--- src/rtl/morse_pkg.sv ---
// Shared encodings for the Morse letter sequencer: FSM states, element
// timing in Morse units, and the A..H letter ROM.
package morse_pkg;

    typedef enum logic [2:0] {
        ST_IDLE = 3'd0,
        ST_LOAD = 3'd1,
        ST_ON   = 3'd2,
        ST_GAP  = 3'd3,
        ST_DONE = 3'd4
    } state_t;

    localparam int unsigned DOT_UNITS  = 1;
    localparam int unsigned DASH_UNITS = 3;
    localparam int unsigned GAP_UNITS  = 1;

    // pattern is MSB first, 1 = dash; size is the element count (1..4)
    typedef struct packed {
        logic [3:0] pattern;
        logic [2:0] size;
    } rom_entry_t;

    function automatic rom_entry_t letter_lookup(input logic [2:0] sel);
        rom_entry_t e;
        case (sel)
            3'd0:    e = '{pattern: 4'b0100, size: 3'd2}; // A .-
            3'd1:    e = '{pattern: 4'b1000, size: 3'd4}; // B -...
            3'd2:    e = '{pattern: 4'b1010, size: 3'd4}; // C -.-.
            3'd3:    e = '{pattern: 4'b1000, size: 3'd3}; // D -..
            3'd4:    e = '{pattern: 4'b0000, size: 3'd1}; // E .
            3'd5:    e = '{pattern: 4'b0010, size: 3'd4}; // F ..-.
            3'd6:    e = '{pattern: 4'b1100, size: 3'd3}; // G --.
            default: e = '{pattern: 4'b0000, size: 3'd4}; // H ....
        endcase
        return e;
    endfunction

endpackage

--- src/rtl/morse_tick_gen.sv ---
// Morse time-unit divider: free-runs while enabled and pulses tick on the
// last cycle of each TICK_DIV-cycle unit.
module morse_tick_gen #(
    parameter int TICK_DIV = 25000000
) (
    input  logic Clock,
    input  logic reset,
    input  logic clear,
    input  logic run,
    output logic tick
);

    localparam int W = $clog2(TICK_DIV);

    logic [W-1:0] r_count;

    assign tick = run && (r_count == W'(TICK_DIV - 1));

    always_ff @(posedge Clock) begin
        if (!reset)
            r_count <= '0;
        else if (clear)
            r_count <= '0;
        else if (run)
            r_count <= tick ? '0 : r_count + 1'b1;
    end

endmodule

--- src/rtl/morse_sequencer.sv ---
// Plays one Morse letter (A..H) on led per start button press, with element
// and gap timing measured in TICK_DIV-cycle units.
module morse_sequencer
    import morse_pkg::*;
#(
    parameter int TICK_DIV = 25000000
) (
    input  logic       Clock,
    input  logic       reset,
    input  logic [2:0] letter,
    input  logic       start_n,
    output logic       led,
    output logic       busy,
    output logic       done
);

    state_t     r_state, w_next;
    logic       r_sync1, r_sync2, r_prev;
    logic [3:0] r_pattern;
    logic [2:0] r_size;
    logic [2:0] r_index;
    logic [1:0] r_units;

    logic       w_start, w_tick, w_run, w_clear, w_unit_last, w_last_elem;
    logic [1:0] w_target;
    rom_entry_t w_rom;

    // Falling edge of the synchronized button level
    assign w_start = r_prev & ~r_sync2;
    assign w_rom   = letter_lookup(letter);

    assign w_target    = (r_state == ST_GAP) ? 2'(GAP_UNITS) :
                         (r_pattern[3] ? 2'(DASH_UNITS) : 2'(DOT_UNITS));
    assign w_unit_last = (r_units == w_target - 2'd1);
    assign w_last_elem = (r_index + 3'd1 == r_size);

    assign w_run   = (r_state == ST_ON) || (r_state == ST_GAP);
    // Restart the unit on every state change so each unit is full length
    assign w_clear = (r_state == ST_LOAD) || (w_next != r_state);

    morse_tick_gen #(.TICK_DIV(TICK_DIV)) u_tick (
        .Clock (Clock),
        .reset (reset),
        .clear (w_clear),
        .run   (w_run),
        .tick  (w_tick)
    );

    always_comb begin
        w_next = r_state;
        case (r_state)
            ST_IDLE: if (w_start) w_next = ST_LOAD;
            ST_LOAD: w_next = ST_ON;
            ST_ON:   if (w_tick && w_unit_last) w_next = ST_GAP;
            ST_GAP:  if (w_tick && w_unit_last) w_next = w_last_elem ? ST_DONE : ST_ON;
            ST_DONE: w_next = ST_IDLE;
            default: w_next = ST_IDLE;
        endcase
    end

    always_ff @(posedge Clock) begin
        if (!reset) begin
            r_state   <= ST_IDLE;
            r_sync1   <= 1'b1;
            r_sync2   <= 1'b1;
            r_prev    <= 1'b1;
            r_pattern <= '0;
            r_size    <= '0;
            r_index   <= '0;
            r_units   <= '0;
        end else begin
            r_state <= w_next;
            r_sync1 <= start_n;
            r_sync2 <= r_sync1;
            r_prev  <= r_sync2;
            case (r_state)
                ST_LOAD: begin
                    r_pattern <= w_rom.pattern;
                    r_size    <= w_rom.size;
                    r_index   <= '0;
                    r_units   <= '0;
                end
                ST_ON, ST_GAP: begin
                    if (w_tick) begin
                        r_units <= w_unit_last ? 2'd0 : r_units + 2'd1;
                        if (r_state == ST_GAP && w_unit_last) begin
                            r_pattern <= {r_pattern[2:0], 1'b0};
                            if (!w_last_elem)
                                r_index <= r_index + 3'd1;
                        end
                    end
                end
                default: ;
            endcase
        end
    end

    assign led  = (r_state == ST_ON);
    assign busy = (r_state != ST_IDLE);
    assign done = (r_state == ST_DONE);

endmodule
--- config.mk ---
export PLATFORM = sky130hd
export DESIGN_NAME = morse_sequencer
export DESIGN_NICKNAME = d
export VERILOG_FILES = /design/src/rtl/morse_pkg.sv /design/src/rtl/morse_tick_gen.sv /design/src/rtl/morse_sequencer.sv
export SDC_FILE = /design/constraint.sdc
export NUM_CORES = 1
export LEC_CHECK = 0
export CORE_MARGIN = 5
export CORE_UTILIZATION = 35
export CTS_BUF_LIST = sky130_fd_sc_hd__clkbuf_2
export DETAILED_ROUTE_END_ITERATION = 8
export GPL_ROUTABILITY_DRIVEN = 0
export SLEW_MARGIN = 10
export SYNTH_ARGS = -nofsm -noshare
export SYNTH_HDL_FRONTEND = slang
export SYNTH_HIERARCHICAL = 1
export SYNTH_SLANG_ARGS = --single-unit
--- constraint.sdc ---
create_clock -name Clock -period 3.7 [get_ports Clock]
set_input_delay 0.74 -clock Clock [delete_from_list [all_inputs] [get_ports Clock]]
set_output_delay 0.74 -clock Clock [all_outputs]
set_load 0.01 [all_outputs]
==> qor.log <==
[run_status] status complete, no violations
[clocking] number of clock buffers inserted by TritonCTS 5
[sta] final worst path period share 0.828
[worst_setup_path] Critical Path AT 2320 ps
[logic_synthesis] post-synthesis area per instance 8.80 um^2
[clocking] number of hold buffers added after CTS 0
[clocking] buffer cell driving the clock tree root sky130_fd_sc_hd__clkbuf_2
[sta] Max-slew headroom 0.470
[final_layout] fraction of layout cells with a size suffix above 1 0.104
[routing] count of TritonRoute iterations in the first routing pass 4
[global_route] first-pass GRT wire length 8810 um
[final_layout] final instance area 2590 um^2
[logic_synthesis] Synthesized Nets 284
[job] maximum capacitance violations 0
[global_route] global-route total usage across every layer 0.123
[sta] unrepaired setup endpoints after global routing false
[logic_synthesis] warning count from the yosys run 6
[sta] Tmin final 3060 ps
[clocking] clk sinks 42
[logic_synthesis] number of flip-flops and latches in the synthesized netlist 42
[global_route] vias in the first global route 1887
[logic_synthesis] number of distinct library cells after synthesis 56
[worst_setup_path] CP Class reg -> out
[pwr] power density relative to cell area 281 nW/um^2
[sta] Setup violations, final 0
[sta] final count of pins violating max slew 0
[clocking] buffer levels on the longest clock path 2
[routing] WL final 4980 um
[clocking] worst skew pair latency 410 ps
[logic_synthesis] top flip-flop cell by instance count after synthesis sky130_fd_sc_hd__dfxtp_1
[final_layout] top library cells by usage in the layout, fill and taps aside 42 x sky130_fd_sc_hd__dfxtp_1, 21 x sky130_fd_sc_hd__nor2_1, 17 x sky130_fd_sc_hd__a21oi_1
[place] count of input and output buffers 8
[routing] DRC viols 0
[place] DP Area 2550 um^2
[floorplan] placeable core region 6790 um^2
[logic_synthesis] instance count of the mapped netlist 276
[sta] sum of negative setup slack 0 ps
[floorplan] I/O Pins 9
[sta] timing-limited maximum frequency 326 MHz
[final_layout] most common cell after layout, fill and taps aside sky130_fd_sc_hd__dfxtp_1
[routing] DRT antenna net count 0
[global_route] number of antenna violations at the first check in global routing 0
[min_path] worst hold-check path type reg -> reg
[floorplan] vertical die dimension 93.3 um
[clocking] clock slew at the register clock pins of the worst setup and hold paths 230 ps
[floorplan] std cell rows 30
[floorplan] DIE WIDTH 93.3 um
[sta] Worst Skew 35.5 ps
[final_layout] Inserted Diodes 0
[routing] count of vias placed by the detailed router 2002
[global_route] maximum number of pins on one net before global-route repair 20
[routing] routed length per instance 13.3 um
[sta] hold violation total from the final report 0
[final_layout] area growth from synthesis to layout 6.64%
[logic_synthesis] Cell Area, Synth 2430 um^2
[worst_setup_path] required time at the endpoint of the critical path 2960 ps
[logic_synthesis] fraction of registers with async set/reset 0
[worst_setup_path] crit path launch r_state[1]
[worst_setup_path] CP endpoint kind primary output
[routing] drt first-iter violations 64
[logic_synthesis] sequential fraction of the synthesis area 0.346
[worst_setup_path] highest fanout seen on the critical path 19
[pwr] static leakage power 0.901 nW
[sta] Least-Margin Pin Slew 790 ps
[worst_setup_path] R2R Path Start r_state[1]
[clocking] H-Tree Depth 2
[min_path] launch point of the worst hold path r_sync1
[floorplan] overall die area 8710 um^2
[worst_setup_path] crit start category flop
[pwr] worst vdd rail ir drop 111 uV
[final_layout] fill cell instance count of the final layout 728
[floorplan] initial core utilization 0.358
[final_layout] final net count 287
[logic_synthesis] number of enable-type register cells in the synthesized netlist 0
[clocking] number of setup buffers added after CTS 0
[global_route] sum of overflow across all layers after global routing 0
[clocking] CTS tree built
[clocking] Resize count post-CTS 0
[place] detailed placer's ending HPWL 3550 um
[routing] detail-routed via count per cell 5.32
==> cell usage after synthesis (3+ instances only) <==
cell type / n / area [um^2]
sky130_fd_sc_hd__xor2_1: 10 / 87.6
sky130_fd_sc_hd__or4_4: 3 / 33.8
sky130_fd_sc_hd__a21oi_1: 17 / 85.1
sky130_fd_sc_hd__nand4_4: 3 / 63.8
sky130_fd_sc_hd__buf_4: 3 / 22.5
sky130_fd_sc_hd__and2_1: 3 / 18.8
sky130_fd_sc_hd__nand4_1: 12 / 75.1
sky130_fd_sc_hd__or3_1: 7 / 43.8
sky130_fd_sc_hd__nor4_1: 4 / 25.0
sky130_fd_sc_hd__inv_1: 6 / 22.5
sky130_fd_sc_hd__nor2_1: 21 / 78.8
sky130_fd_sc_hd__xnor2_1: 4 / 35.0
sky130_fd_sc_hd__and4_1: 4 / 35.0
sky130_fd_sc_hd__a21oi_2: 3 / 26.3
sky130_fd_sc_hd__nand3_1: 11 / 55.1
sky130_fd_sc_hd__a211oi_1: 4 / 30.0
sky130_fd_sc_hd__nand2b_1: 10 / 62.6
sky130_fd_sc_hd__nor2b_1: 9 / 56.3
sky130_fd_sc_hd__clkbuf_1: 4 / 15.0
sky130_fd_sc_hd__and3_1: 5 / 31.3
sky130_fd_sc_hd__nand3b_1: 11 / 82.6
sky130_fd_sc_hd__o31ai_1: 5 / 37.5
sky130_fd_sc_hd__nor3_1: 7 / 35.0
sky130_fd_sc_hd__o21ai_0: 12 / 60.1
sky130_fd_sc_hd__buf_6: 5 / 56.3
sky130_fd_sc_hd__buf_2: 3 / 15.0
sky130_fd_sc_hd__dfxtp_1: 42 / 841
sky130_fd_sc_hd__nand2_1: 16 / 60.1
==> registers in the layout, indices dropped and copies added, names as in the netlist <==
| signal | cells |
|---|---|
| r_units | 2 |
| r_state | 3 |
| r_size | 3 |
| r_sync2 | 1 |
| u_tick/r_count | 25 |
| r_pattern | 3 |
| r_index | 3 |
| r_sync1 | 1 |
| r_prev | 1 |
==> per-stage QoR <==
| stage | total power, mW | setup WS [ps] | instances | util | hold WS [ps] |
|---|---|---|---|---|---|
| 2_1_floorplan | 0.511 | 956 | 276 | - | 386 |
| 3_3_place_gp | 0.527 | 704 | 368 | 0.375 | 395 |
| 3_5_place_dp | 0.528 | 643 | 368 | 0.375 | 406 |
| 4_1_cts | 0.742 | 580 | 376 | 0.381 | 457 |
| 5_1_grt | 0.765 | 331 | 376 | 0.381 | 482 |
| 6_report | 0.729 | 635 | 376 | 0.381 | 448 |
==> metal layers <==
layer,routed length [um],GRT usage,share of wire
met5,0,0,0
met4,55,0.0403,0.011
met3,147,0.0298,0.030
met2,2380,0.203,0.48
met1,2400,0.157,0.48
==> worst paths after layout <==
check | cells past startpoint | endpoint | slack (ps)
worst max-delay path | 4 | led | 640
worst min-delay path | 1 | r_sync2 | 450
worst max register to register | 12 | u_tick/r_count[12] | 670
worst min register to register | 1 | r_sync2 | 450
==> cells by family (layout without fill, tap and decap cells) <==
logic type | Yosys count | count (layout) | share of synthesized area
buffers and inverters | 22 | 26 | 0.0556
AND/OR/NAND/NOR | 139 | 139 | 0.363
XOR/XNOR | 15 | 15 | 0.0597
flip-flops | 42 | 42 | 0.346
multiplexers | 1 | 1 | 0.00463
AO/OA/AOI/OAI | 55 | 55 | 0.161
adder cells (fa/ha/maj) | 2 | 2 | 0.0103
==> area by class of cell <==
cell class	instances	area, um^2	share of cell area
Clock buffer	6	30.0	0.0116
Clock inverter	2	13.8	0.00531
Inverter	6	22.5	0.00869
Multi-Input combinational cell	212	1450	0.561
Sequential cell	42	841	0.324
Tap cell	96	120	0.0464
Timing Repair Buffer	12	110	0.0425
==> power breakdown <==
group          switching [mW]  internal [mW]
clock network           0.160         0.0499
logic                  0.0309         0.0243
registers             0.00578          0.458
==> worst max-delay path, stage by stage (launching register included) <==
cell	delay, ps
sky130_fd_sc_hd__dfxtp_1	730
sky130_fd_sc_hd__nor2b_1	230
sky130_fd_sc_hd__buf_4	250
sky130_fd_sc_hd__nor2b_1	180
sky130_fd_sc_hd__clkdlybuf4s50_1	550
No activity file was read; power rests on OpenSTA's default activity.
